<file path="src/rtl/wb_slave_regfile_pkg.sv">
// Shared widths, FSM state codes and register indices for the Wishbone
// register-file slave.
package wb_slave_regfile_pkg;

  localparam int ADDRESS_WIDTH = 8;
  localparam int DATA_WIDTH    = 32;
  localparam int SELECT_WIDTH  = DATA_WIDTH / 8;

  typedef enum logic [1:0] {
    WBS_IDLE = 2'd0,
    WBS_RESP = 2'd1,
    WBS_HOLD = 2'd2
  } wbs_state_e;

  localparam logic [3:0] MAILBOX_IDX   = 4'd0;
  localparam logic [3:0] CTRL_IDX      = 4'd15;
  localparam int         CTRL_IE_BIT   = 0;
  localparam int         CTRL_PEND_BIT = 1;

endpackage

</file>
<file path="src/rtl/wb_slave_regfile_if.sv">
// Wishbone classic-cycle bus between a master and the register-file slave.
// Signal names follow the slave's point of view (_I into the slave).
interface wb_slave_regfile_if;
  import wb_slave_regfile_pkg::*;

  logic [ADDRESS_WIDTH-1:0] ADR_I;
  logic [DATA_WIDTH-1:0]    DAT_I;
  logic                     WE_I;
  logic [SELECT_WIDTH-1:0]  SEL_I;
  logic                     STB_I;
  logic                     CYC_I;
  logic [DATA_WIDTH-1:0]    DAT_O;
  logic                     ACK_O;
  logic                     ERR_O;
  logic                     INTR_O;

  modport master (
    output ADR_I, DAT_I, WE_I, SEL_I, STB_I, CYC_I,
    input  DAT_O, ACK_O, ERR_O, INTR_O
  );

  modport slave (
    input  ADR_I, DAT_I, WE_I, SEL_I, STB_I, CYC_I,
    output DAT_O, ACK_O, ERR_O, INTR_O
  );
endinterface

</file>
<file path="src/rtl/wb_slave_regfile_mem.sv">
// DEPTH x (8*LANES) register array split into independent byte lanes.
// Each lane has its own write enable; the read port is combinational.
module wbs_regfile_mem #(
  parameter int DEPTH = 16,
  parameter int LANES = 4,
  parameter int IW    = $clog2(DEPTH)
) (
  input  logic                  clk_i,
  input  logic                  rst_ni,
  input  logic                  we_i,
  input  logic [IW-1:0]         widx_i,
  input  logic [LANES-1:0]      wsel_i,
  input  logic [LANES-1:0][7:0] wdat_i,
  input  logic [IW-1:0]         ridx_i,
  output logic [LANES-1:0][7:0] rdat_o
);

  for (genvar k = 0; k < LANES; k++) begin : g_lane
    logic [DEPTH-1:0][7:0] lane_q;

    // One byte lane of every register, written only when its select is set
    always_ff @(posedge clk_i or negedge rst_ni) begin
      if (!rst_ni)                 lane_q         <= '0;
      else if (we_i && wsel_i[k])  lane_q[widx_i] <= wdat_i[k];
    end

    assign rdat_o[k] = lane_q[ridx_i];
  end

endmodule

</file>
<file path="src/rtl/wb_slave_regfile.sv">
// Wishbone classic-cycle slave in front of a 16-entry register file.
// One wait state: ACK_O/ERR_O rise the cycle after the strobe is sampled,
// last one cycle, then the FSM parks in HOLD until the strobe is released.
// Optional mailbox interrupt: define WB_SLAVE_REGFILE_INTR_EN to turn
// reg[15] into CTRL (IE r/w, PEND write-1-to-clear) and drive INTR_O.
module wb_slave_regfile
  import wb_slave_regfile_pkg::*;
#(
  parameter int         aw        = ADDRESS_WIDTH - 1,
  parameter int         dw        = DATA_WIDTH - 1,
  parameter int         sw        = SELECT_WIDTH - 1,
  parameter logic [aw:0] BASE_ADDR = 'hF0,
  parameter int         DEPTH     = 16
) (
  input  logic               CLK_I,
  input  logic               RST_I,
  wb_slave_regfile_if.slave  wb
);

  localparam int IW = $clog2(DEPTH);

  wbs_state_e    state_q;
  logic          ack_q, err_q;
  logic [dw:0]   dat_q;

  logic          req, hit, accept, wr_hit;
  logic [IW-1:0] idx;
  logic [dw:0]   mem_rdat, rd_data;

  assign req    = wb.CYC_I & wb.STB_I;
  assign hit    = (wb.ADR_I[aw:4] == BASE_ADDR[aw:4]);
  assign idx    = wb.ADR_I[IW-1:0];
  assign accept = (state_q == WBS_IDLE) & req;
  // Writes commit on the same edge that accepts the request
  assign wr_hit = accept & hit & wb.WE_I;

  wbs_regfile_mem #(.DEPTH(DEPTH), .LANES(sw + 1), .IW(IW)) u_mem (
    .clk_i  (CLK_I),
    .rst_ni (RST_I),
    .we_i   (wr_hit),
    .widx_i (idx),
    .wsel_i (wb.SEL_I),
    .wdat_i (wb.DAT_I),
    .ridx_i (idx),
    .rdat_o (mem_rdat)
  );

`ifdef WB_SLAVE_REGFILE_INTR_EN
  logic        ie_q, pend_q, intr_q;
  logic        ctrl_we, mbox_we;
  logic [dw:0] ctrl_word;

  assign ctrl_we = wr_hit & (idx == CTRL_IDX) & wb.SEL_I[0];
  assign mbox_we = wr_hit & (idx == MAILBOX_IDX);

  // Assemble the CTRL readback word from the live IE/PEND flops
  always_comb begin
    ctrl_word                = '0;
    ctrl_word[CTRL_IE_BIT]   = ie_q;
    ctrl_word[CTRL_PEND_BIT] = pend_q;
  end

  assign rd_data = (idx == CTRL_IDX) ? ctrl_word : mem_rdat;

  // CTRL flops; a mailbox write sets PEND after any clear so set wins
  always_ff @(posedge CLK_I or negedge RST_I) begin
    if (!RST_I) begin
      ie_q   <= 1'b0;
      pend_q <= 1'b0;
      intr_q <= 1'b0;
    end else begin
      intr_q <= ie_q & pend_q;
      if (ctrl_we) begin
        ie_q <= wb.DAT_I[CTRL_IE_BIT];
        if (wb.DAT_I[CTRL_PEND_BIT]) pend_q <= 1'b0;
      end
      if (mbox_we) pend_q <= 1'b1;
    end
  end

  assign wb.INTR_O = intr_q;
`else
  assign rd_data   = mem_rdat;
  assign wb.INTR_O = 1'b0;
`endif

  // Bus FSM with registered ACK/ERR/DAT; one termination per strobe
  always_ff @(posedge CLK_I or negedge RST_I) begin
    if (!RST_I) begin
      state_q <= WBS_IDLE;
      ack_q   <= 1'b0;
      err_q   <= 1'b0;
      dat_q   <= '0;
    end else begin
      case (state_q)
        WBS_IDLE: if (accept) begin
          state_q <= WBS_RESP;
          ack_q   <= hit;
          err_q   <= ~hit;
          if (hit && !wb.WE_I) dat_q <= rd_data;
        end
        WBS_RESP: begin
          ack_q   <= 1'b0;
          err_q   <= 1'b0;
          state_q <= req ? WBS_HOLD : WBS_IDLE;
        end
        WBS_HOLD: if (!req) state_q <= WBS_IDLE;
        default:  state_q <= WBS_IDLE;
      endcase
    end
  end

  assign wb.ACK_O = ack_q;
  assign wb.ERR_O = err_q;
  assign wb.DAT_O = dat_q;

endmodule
</file>
<file path="src/flat_wrapper.sv">
// flat-port wrapper written by rule: the top's interface ports become plain ports
module wb_slave_regfile_flat import wb_slave_regfile_pkg::*;
#(
  parameter int         aw        = ADDRESS_WIDTH - 1,
  parameter int         dw        = DATA_WIDTH - 1,
  parameter int         sw        = SELECT_WIDTH - 1,
  parameter logic [aw:0] BASE_ADDR = 'hF0,
  parameter int         DEPTH     = 16
)
  (CLK_I, RST_I, wb_ADR_I, wb_DAT_I, wb_WE_I, wb_SEL_I, wb_STB_I, wb_CYC_I, wb_DAT_O, wb_ACK_O, wb_ERR_O, wb_INTR_O);
  wb_slave_regfile_if wb_i ();
  input  logic CLK_I;
  input  logic RST_I;
  input wire logic [$bits(wb_i.ADR_I)-1:0] wb_ADR_I;
  input wire logic [$bits(wb_i.DAT_I)-1:0] wb_DAT_I;
  input wire logic [$bits(wb_i.WE_I)-1:0] wb_WE_I;
  input wire logic [$bits(wb_i.SEL_I)-1:0] wb_SEL_I;
  input wire logic [$bits(wb_i.STB_I)-1:0] wb_STB_I;
  input wire logic [$bits(wb_i.CYC_I)-1:0] wb_CYC_I;
  output wire logic [$bits(wb_i.DAT_O)-1:0] wb_DAT_O;
  output wire logic [$bits(wb_i.ACK_O)-1:0] wb_ACK_O;
  output wire logic [$bits(wb_i.ERR_O)-1:0] wb_ERR_O;
  output wire logic [$bits(wb_i.INTR_O)-1:0] wb_INTR_O;
  assign wb_i.ADR_I = wb_ADR_I;
  assign wb_i.DAT_I = wb_DAT_I;
  assign wb_i.WE_I = wb_WE_I;
  assign wb_i.SEL_I = wb_SEL_I;
  assign wb_i.STB_I = wb_STB_I;
  assign wb_i.CYC_I = wb_CYC_I;
  assign wb_DAT_O = wb_i.DAT_O;
  assign wb_ACK_O = wb_i.ACK_O;
  assign wb_ERR_O = wb_i.ERR_O;
  assign wb_INTR_O = wb_i.INTR_O;
  wb_slave_regfile #(.aw(aw), .dw(dw), .sw(sw), .BASE_ADDR(BASE_ADDR), .DEPTH(DEPTH)) u_core (.CLK_I(CLK_I), .RST_I(RST_I), .wb(wb_i));
endmodule
</file>
<file path="config.mk">
export PLATFORM = sky130hd
export DESIGN_NAME = wb_slave_regfile_flat
export DESIGN_NICKNAME = d
export VERILOG_FILES = /design/src/rtl/wb_slave_regfile_pkg.sv /design/src/rtl/wb_slave_regfile_if.sv /design/src/rtl/wb_slave_regfile_mem.sv /design/src/rtl/wb_slave_regfile.sv /design/src/flat_wrapper.sv
export SDC_FILE = /design/constraint.sdc
export NUM_CORES = 1
export LEC_CHECK = 0
export ABC_AREA = 1
export CORE_MARGIN = 3
export CORE_UTILIZATION = 50
export CTS_CLUSTER_DIAMETER = 50
export DETAILED_ROUTE_END_ITERATION = 16
export DONT_BUFFER_PORTS = 1
export GPL_ROUTABILITY_DRIVEN = 0
export PLACE_DENSITY_LB_ADDON = 0.25
export SYNTH_ARGS = -nofsm -noshare
export SYNTH_HDL_FRONTEND = slang
export SYNTH_SLANG_ARGS = --single-unit
</file>
<file path="constraint.sdc">
create_clock -name CLK_I -period 2.05 [get_ports CLK_I]
set_clock_uncertainty 0.1 [all_clocks]
set_input_delay 0.5125 -clock CLK_I [delete_from_list [all_inputs] [get_ports CLK_I]]
set_output_delay 0.5125 -clock CLK_I [all_outputs]
set_load 0.02 [all_outputs]
</file>
; ---- Word-level counts from Yosys, hierarchy flattened
; Cells that the tools add are included.
; Widths: inputs -> output; s select.
[word_totals]
register_bits = 548
latch_bits = 0
ramBits = 0
romBits = 0
input_bits = 49
memories = 0
[op_classes]
add_sub_neg = 0
multipliers = 0
div_mod_pow = 0
order_cmp = 2
n_eq_ne = 5
n_shift = 0
mux = 22
bitwise = 5
reduce_logical = 12
[op_table]
columns = op, n
row1 = $bwmux 128, 4
row2 = $bmux 8 s4, 4
row3 = $mux 8, 5
row4 = $demux 8 s4, 1
row5 = $logic_and 1x1->1, 6
row6 = $mux 2, 3
row7 = $pmux 2 s3, 1
row8 = $lt 4x5->1 const B, 1
row9 = $and 1x1->1, 4
row10 = $eq 4x4->1 const B, 1
row11 = $ge 4x1->1 const B, 1
row12 = $pmux 1 s2, 2
row13 = $reduce_and 2->1, 2
row14 = $reduce_and 3->1, 1
row15 = $eq 2x1->1 const B, 1
row16 = $eq 2x2->1 const B, 1
row17 = $logic_not 2->1, 1
row18 = $mux 1, 2
row19 = $ne 2x1->1 const B, 1
row20 = $ne 2x2->1 const B, 1
row21 = $reduce_bool 2->1, 1
row22 = $logic_not 1->1, 1
row23 = $not 1->1, 1

; ---- Logic depth before layout (Yosys ltp)
; Gate-level depths: netlist (run 1).
[depth]
ltp_word = 5
mapped_depth = 11
depth_no_buf = 9

; ---- Modules after synthesis
; Synthesis (run 1) repeated with hierarchy kept, for this count alone.
[hier_totals]
hier_cells = 3482
area_unflattened_um2 = 26272.7
[modules_own_cells]
columns = module, instances, cells_per_inst, area_each_um2, seq_area_each_um2
row1 = wbs_regfile_mem, 1, 3316, 24704.9, 12812.3
row2 = wb_slave_regfile, 1, 166, 1567.8, 900.9

; ---- Worst setup path after synthesis (run 1)
; Ideal clock, no wire load.
[synth_path]
path_kind = input port to flip-flop
startpoint = input port wb_ADR_I[1]
endpoint = register u_core.u_mem.g_lane[0].lane_q[0] (netlist bit)
setup_time_ns = 0.126
t_arrival_ns = 1.634
setup_slack_ns = 0.191
cell_stages = 8
n_path_buf = 2
cell_sequence = buf_2 -> inv_2 -> nand2_1 -> inv_2 -> nand2_1 -> nor2_1 -> buf_2 -> o21ai_0
[synth_via]
elab_chain_len = 5
elab_cells_between_ends = 6
classes_between = order compare: 2 / mux: 3 / reduce/logical: 1
[synth_rtl]
columns = item, line_no
row1 = "start, declared", flat_wrapper.sv:14  ; input wire logic [$bits(wb_i.ADR_I)-1:0] wb_ADR_I;
row2 = $lt 4x5->1 (implied by the code) / $ge 4x1->1 (equally long branches), wb_slave_regfile_mem.sv:24  ; else if (we_i && wsel_i[k]) lane_q[widx_i] <= wdat_i[k];
row3 = $logic_and 1x1->1 (implied by the code), wb_slave_regfile_mem.sv:24
row4 = $mux 8 (implied by the code), wb_slave_regfile_mem.sv:24
row5 = $demux 8 s4 *, wb_slave_regfile_mem.sv:24
row6 = $bwmux 128 *, wb_slave_regfile_mem.sv:24
row7 = "end signal, assigned by index", wb_slave_regfile_mem.sv:24
row8 = "end, declared", wb_slave_regfile_mem.sv:19  ; logic [DEPTH-1:0][7:0] lane_q;
; Every way passes the cells marked *; elsewhere a longest branch is shown, timed or not.
; A chain may end at the register's enable or synchronous reset.

; ---- Worst setup path in the final report (run 1)
[layout_path]
startpoint = input port wb_CYC_I
endpoint = register u_core.dat_q[18] (netlist: u_core.wb.DAT_O[18])
[layout_via]
elab_chain_len = 3
[layout_rtl]
columns = item, line_no
row1 = "start, declared", flat_wrapper.sv:19  ; input wire logic [$bits(wb_i.CYC_I)-1:0] wb_CYC_I;
row2 = $and 1x1->1, wb_slave_regfile.sv:30  ; assign req = wb.CYC_I & wb.STB_I;
row3 = $and 1x1->1, wb_slave_regfile.sv:33  ; assign accept = (state_q == WBS_IDLE) & req;
row4 = $reduce_and 3->1 (no source line), --
row5 = "end signal, assigned", wb_slave_regfile.sv:100  ; if (hit && !wb.WE_I) dat_q <= rd_data;
row6 = "end, declared", wb_slave_regfile.sv:24  ; logic [dw:0] dat_q;
; Every way passes these cells.

==> results of run 1 <==
## synth_stat cells
| cell | count |
|---|---|
| buf_1 | 22 |
| buf_2 | 63 |
| buf_4 | 1 |
| clkbuf_1 | 184 |
| conb_1 | 1 |
| dfrtp_1 | 548 |
| inv_1 | 196 |
| inv_2 | 8 |
| nand2_1 | 1884 |
| nand3_1 | 36 |
| nand3_2 | 1 |
| nor2_1 | 280 |
| nor2_2 | 47 |
| nor3_2 | 1 |
| nor3b_1 | 1 |
| o21ai_0 | 526 |
| o21ai_1 | 21 |
| or2_2 | 32 |
## per-stage QoR
stage          utilization, %  cell area, µm²  cells  power [mW]
2_1_floorplan               -           27100   3852        12.3
3_3_place_gp             53.9           28700   4433        12.5
3_5_place_dp             53.9           28700   4433        12.5
4_1_cts                  58.7           31200   4585        24.4
5_1_grt                  58.9           31300   4592        25.0
6_report                 58.9           31300   4593        24.2
## sequential cells by signal, indices dropped and copies added (netlist names)
register and flops:
u_core.u_mem.g_lane.lane_q 512, u_core.wb.ACK_O 1, u_core.wb.DAT_O 32, u_core.state_q 2, u_core.wb.ERR_O 1
## worst max path at each step
stage	from	to	slack, ns	cells past startpoint
global route	u_core.state_q[0]$_DFFE_PN0P_	u_core.u_mem.g_lane[0].lane_q[107]$_DFFE_PN0P_	-0.03	10
global placement	wb_ADR_I[7]	u_core.u_mem.g_lane[1].lane_q[8]$_DFFE_PN0P_	-0.07	10
CTS	u_core.state_q[0]$_DFFE_PN0P_	u_core.u_mem.g_lane[2].lane_q[22]$_DFFE_PN0P_	0.06	8
floorplan	wb_ADR_I[1]	u_core.u_mem.g_lane[0].lane_q[0]$_DFFE_PN0P_	0.19	8
detailed placement	wb_ADR_I[7]	u_core.u_mem.g_lane[1].lane_q[10]$_DFFE_PN0P_	-0.11	10
finish	wb_CYC_I	u_core.wb.DAT_O[18]$_DFFE_PN0P_	0.10	10
## metal layers
metal,vias up,part of all wire [%]
li1,11800,-
met1,11400,44
met2,771,47
met3,133,7.2
met4,0,2.6
met5,-,0
## repair_timing
item,4_1_cts,5_1_grt
gates cloned,0,3
setup endpoints to repair,8,392
buffers inserted,0,1
resized for setup,1,24
endpoints found under the hold margin,1062,548
pin swaps,0,2
## cells by family (layout without fill, tap and decap cells)
logic type,count (synthesis),count (layout),share of synthesized area (%)
and+or+nand+nor,2282,2282,32.5
DFF,548,548,50.5
AOI/OAI and AO/OA,547,547,10.1
buffers and inverters,474,523,6.86
other,1,5,0.0138
## power groups by stage
stage	sequential, mW	combinational, mW	clock, mW
detailed placement	11.5	1.01	0
global placement	11.5	1.00	0
CTS	11.3	1.27	11.8
global route	11.3	1.42	12.3
floorplan	11.5	0.890	0
finish	11.3	1.30	11.6
## final cells by class
cell class	instances	area (µm²)	area share, %
repair buffers	202	2110	6.73
flip-flops and latches	548	13700	43.8
clock buffers	98	2030	6.47
multi-input cells	2830	11700	37.4
diodes	4	10.0	0.0319
clock inverters	19	133	0.423
well taps	688	861	2.75
inverters	204	773	2.47
==> metrics.md, run 1 <==
| Metric | Value |
|---|---|
| P_int | `18.3 mW` |
| Post-synthesis instance area | `between 20000 and 30000 µm²` |
| Cts bufs inserted | `67` |
| Number of different library cells in the post-synthesis netlist | `18` |
| Post-route minimum period | `1.95 ns` |
| Floorplan core area | `between 50000 and 60000 µm²` |
| R2R Path Start | `u_core.state_q[0]$_DFFE_PN0P_` |
| CTS Buffer Depth | `3` |
| Number of storage elements in the synthesis netlist | `about 550` |
| Met1 usage | `around two fifths` |
| Final wirelength | `about 80000 µm` |
| Wire length of the first global-routing pass | `about 130000 µm` |
| Post-synth top area share | `between 50% and 60%` |
| Synth Net Count | `3901` |
| Worst hold slack | `-0.463 ns` |
| Largest net degree at the start of global routing | `~550` |
| Setup violations, final | `0` |
| R2R depth | `9` |
| Cells taking the most area after synthesis | `dfrtp_1 51%, nand2_1 26%, o21ai_0 9.7%` |
| Worst slew margin relative to its limit | `-21.7%` |
| Top achievable clock speed | `513 MHz` |
| Slack of the critical path | `roughly 0.1 ns` |
| Met3 layer usage reported by global route | `between 4 and 5%` |
| Number of nets still failing antenna checks after routing | `0` |
| Overflow left after global routing | `0` |
| Mapped Avg Cell Area | `around 7 µm²` |
| Setup slack of the most critical reg-to-reg path | `around 0.1 ns` |
| Endpoint type of the worst setup path | `flip-flop` |
| Detailed Routing Iterations Pass 1 | `5` |
| IO buf count | `0` |
| Clock transition at the registers of the reported paths | `roughly 0.06 ns` |
| Gate count after technology mapping | `about 3900` |
| Post-placement setup slack | `-0.112 ns` |
| Leak Pwr | `between 15 and 20 nW` |
| Setup repair after global routing missed its margin | `true` |
| Syn. warnings | `0` |
| Accumulated negative setup slack | `0 ns` |
| Routed length per instance | `17.5 µm` |
| Count of routing violations after the opening detailed-route iteration | `between 2000 and 3000` |
| Stage delay of the slowest cell on the critical path | `0.54 ns` |
| Starting utilization of the core area | `51.0%` |
| Total count of hold-check failures in the final report | `~550` |
| Tot GR Track Use | `about 28%` |
| Most common library cell in the layout ignoring fill and taps | `nand2_1` |
| Cell family with the largest share of critical-path delay | `buffers and inverters` |
| Via count of the first global-routing pass | `23100` |
| Sink Count | `548` |
| GR Layer Usage met2 | `between 40% and 50%` |
| Number of maximum-capacitance constraint violations | `0` |
| Leading cell types in the layout, fill and taps excluded | `1879 x nand2_1, 548 x dfrtp_1, 523 x o21ai_0` |
| Worst setup path class | `input pin to flip-flop` |
| Clock Power Share | `between 40 and 50%` |
| Routed via count | `about 24000` |
| Failing checks | `negative hold slack, max-slew violations` |
| Capture instance of the worst register-to-register path | `u_core.wb.DAT_O[18]$_DFFE_PN0P_` |
| Num rows | `84` |
| Initial antenna violation count | `3` |
| Area grow syn2layout | `15.4%` |
| Share of final-layout standard cells stronger than drive strength 1 | `under 10%` |
| CTS tree | `yes` |
| Skew-Pair Late Insertion Delay | `~0.60 ns` |
| Critical path arrival | `~2.3 ns` |
| Critical Path Start Type | `input pin` |
| Dominant cell type by area after synthesis | `dfrtp_1` |
| Maximum resistive drop on vdd | `~0.54 mV` |
| Hold buffer count at cts | `35` |
| Portion of the post-synthesis area used by sequential elements | `between 50% and 60%` |
| Net switching fraction of the power | `about a quarter` |
| Power density over the cells | `773 nW/µm²` |
| Combinational Power Share | `5.4%` |
| Slowest-stage cell, CP | `dlygate4sd3_1` |
| Fill count | `4880` |
| Height of the die | `~240 µm` |
| Tightest Pin Transition | `between 1.5 and 2 ns` |
| Avg Vias per Cell | `5.24` |
| Number of levels the H-tree was split into | `3` |
| Net load switching power | `around 5.9 mW` |
| Cell chain of the critical path | `dlygate4sd3_1 > nand2_1 > nor3_4 > nand2_2 > nor2_4 > buf_12 > buf_4 > nand2_1 > nor2_1 > nor2_1` |
| Slew Limit Fails | `between 200 and 250` |
| Data required, critical path | `about 2.4 ns` |
| Outcome | `finished with violations` |
| Register share of total power | `~47%` |
| DIE AREA | `57100 µm²` |
| Die Wd | `239 µm` |
| Min-Delay Path Class | `input pin to asynchronous set/reset pin` |
| Global route hottest layer | `met2` |
| Top fanout value on the critical path | `28` |
| Count of boundary I/O pins | `84` |
| Placed wire-length estimate | `between 40000 and 50000 µm` |
| Period utilization | `95.1%` |
| Crit path buf inv count | `3` |
| Net count, final | `around 3900` |
| DRC violations left | `0` |
| Root Driver | `clkbuf_16` |
(Power assumes the default switching activity.)
==> run 2: changes to the inputs <==
Clock period 2.05 ns to 2.5 ns, I/O delays scaled along.
==> run 2 against run 1 <==
Net effect: critical path depth down 1; design area fell by 3.7%; hold slack improved by 0.10 ns; non-clock buffer count down 102; core utilization shrank 2.2 points; global-route usage decreased by 0.21 points; flip-flop and latch count unchanged; sequential power down 18%; the run still ends with negative hold slack, max-slew violations left; die area unchanged.
==> metrics.md, run 2 (synthesis results as in run 1) <==
| Metric | Value |
|---|---|
| Outcome | `finished with violations` |
| Failing checks | `negative hold slack, max-slew violations` |
| Accumulated negative setup slack | `0 ns (unchanged)` |
| Root Driver | `clkbuf_16` |
| Maximum resistive drop on vdd | `0.477 mV (-11%)` |
| Stage delay of the slowest cell on the critical path | `0.42 ns (-0.12 ns)` |
| CTS tree | `yes` |
| Detailed Routing Iterations Pass 1 | `5 (unchanged)` |
| Count of routing violations after the opening detailed-route iteration | `2420 (-3.9%)` |
| Area grow syn2layout | `11.2%` |
| Sink Count | `548 (unchanged)` |
| Most common library cell in the layout ignoring fill and taps | `nand2_1` |
| Cts bufs inserted | `68 (+1.5%)` |
| Via count of the first global-routing pass | `22600 (-1.8%)` |
| CTS Buffer Depth | `3 (unchanged)` |
| Number of maximum-capacitance constraint violations | `0 (unchanged)` |
| Setup violations, final | `0 (unchanged)` |
| Area occupied by multi-input gates | `11600 µm² (-0.62%)` |
| Overflow left after global routing | `0 (unchanged)` |
| Num rows | `84 (unchanged)` |
| Initial antenna violation count | `0 (-3)` |
| IO buf count | `0 (unchanged)` |
| Height of the die | `239 µm (unchanged)` |
| Slew Limit Fails | `103 (-53%)` |
| Number of levels the H-tree was split into | `3 (unchanged)` |
| Cell chain of the critical path | `nor2_1 > nand3_1 > nor2_2 > buf_12 > nand3_2 > buf_12 > nor2_2 > nand2_1 > nand2_1` |
| Power density over the cells | `663 nW/µm² (-14%)` |
| Leak Pwr | `16.8 nW (-3.2%)` |
| Avg Vias per Cell | `5.32 (+1.6%)` |
| Number of nets still failing antenna checks after routing | `0 (unchanged)` |
| Share of final-layout standard cells stronger than drive strength 1 | `7.95% (-1.8 points)` |
| Min-Delay Path Class | `input pin to asynchronous set/reset pin` |
| Post-route minimum period | `around 2.3 ns` |
| DRC violations left | `0 (unchanged)` |
| Endpoint type of the worst setup path | `flip-flop` |
| Top fanout value on the critical path | `32 (+14%)` |
| Skew-Pair Late Insertion Delay | `0.59 ns (about the same)` |
| Period utilization | `between 90% and 100%` |
| Worst setup path class | `flip-flop to flip-flop` |
| Total count of hold-check failures in the final report | `506 (-7.7%)` |
| Tot GR Track Use | `28.0% (-0.21 points)` |
| Leading cell types in the layout, fill and taps excluded | `1880 x nand2_1, 548 x dfrtp_1, 526 x o21ai_0` |
| Net count, final | `3801 (-2.6%)` |
| Count of boundary I/O pins | `84 (unchanged)` |
| Count of buffers added by post-CTS timing repair for setup | `0 (unchanged)` |
| Slowest-stage cell, CP | `dfrtp_1` |
| Die Wd | `239 µm (unchanged)` |
| Placed wire-length estimate | `47000 µm (-0.41%)` |
| Routed length per instance | `17.8 µm (+1.4%)` |
| Largest net degree at the start of global routing | `549 (unchanged)` |
| Total of cells resized after clock tree synthesis | `0 (-1)` |
| Worst slew margin relative to its limit | `-7.86% (+14 points)` |
| Clock transition at the registers of the reported paths | `0.06 ns (about the same)` |
| Setup repair after global routing missed its margin | `false` |
| Register bank with the most flops | `u_core.u_mem.g_lane.lane_q` |
| Util after Layout | `56.7% (-2.2 points)` |
| Max reg flops | `512 (unchanged)` |
| DIE AREA | `57100 µm² (unchanged)` |
| Worst hold slack | `-0.363 ns (+0.0995 ns)` |
| Starting utilization of the core area | `51.0% (unchanged)` |
| Routed via count | `23900 (-0.77%)` |
| Top achievable clock speed | `443 MHz` |
| Diode count | `0 (-4)` |
| Wire length of the first global-routing pass | `127000 µm (-0.65%)` |
| Area taken by flip-flops and latches | `13700 µm² (unchanged)` |
| Tightest Pin Transition | `1.62 ns (-0.208 ns)` |
| Critical Path Start Type | `flip-flop` |
| Critical path arrival | `2.68 ns (+0.35 ns)` |
| Data required, critical path | `2.93 ns (+0.50 ns)` |
| Fill count | `5033 (+3.1%)` |
| Floorplan core area | `53200 µm² (unchanged)` |
| Final wirelength | `79700 µm (-0.93%)` |
-- run 2: final cells by class --
class                      count  share of cell area [%]
multi-input combinational   2830                    38.6
clock buffer                  98                    6.86
tap                          688                    2.85
timing repair buffer         100                    3.07
sequential                   548                    45.4
clock inverter                18                   0.651
inverter                     204                    2.56
-- run 2: per-layer routing --
metal | global-route usage [%] | wire length [µm] | up-vias
li1 | - | - | 11600
met3 | 5.75 | 6540 | 144
met2 | 45.0 | 36700 | 877
met4 | 9.25 | 2260 | 0
met5 | 0 | 0 | -
met1 | 38.2 | 34200 | 11300
-- run 2: path summary, 6_finish.rpt --
check,from,to,slack (ns),cells past startpoint
setup / recovery,u_core.state_q[1]$_DFFE_PN0P_,u_core.u_mem.g_lane[1].lane_q[44]$_DFFE_PN0P_,0.24,9
hold / removal,RST_I,u_core.u_mem.g_lane[0].lane_q[4]$_DFFE_PN0P_,-0.36,0
max in group asynchronous,RST_I,u_core.u_mem.g_lane[3].lane_q[119]$_DFFE_PN0P_,1.36,0
setup reg to reg,u_core.state_q[1]$_DFFE_PN0P_,u_core.u_mem.g_lane[1].lane_q[44]$_DFFE_PN0P_,0.24,9
hold reg to reg,u_core.u_mem.g_lane[2].lane_q[55]$_DFFE_PN0P_,u_core.u_mem.g_lane[2].lane_q[55]$_DFFE_PN0P_,0.38,2
min in group CLK_I,wb_DAT_I[6],u_core.u_mem.g_lane[0].lane_q[54]$_DFFE_PN0P_,0.05,2
-- run 2: power breakdown --
group	switching [mW]	total (mW)	internal (mW)
Sequential	0.250	9.29	9.04
Combinational	0.547	0.824	0.277
Clock	3.84	9.90	6.06
Total	4.64	20.0	15.4
-- run 2: stage by stage --
step | setup slack, ns | instances | total power, mW | instance area (µm²)
global placement | 0.172 | 4370 | 10.2 | 27900
detailed placement | 0.158 | 4370 | 10.3 | 27900
CTS | 0.293 | 4486 | 20.2 | 30200
global route | 0.0711 | 4486 | 20.7 | 30200
floorplan | 0.528 | 3852 | 10.1 | 27100
finish | 0.241 | 4486 | 20.0 | 30200
-- run 2: critical path, delay by kind of cell (launching register included) --
| family | cells | cell delay [ns] |
|---|---|---|
| simple gates | 7 | 1.24 |
| flops | 1 | 0.42 |
| buf+inv | 2 | 0.42 |
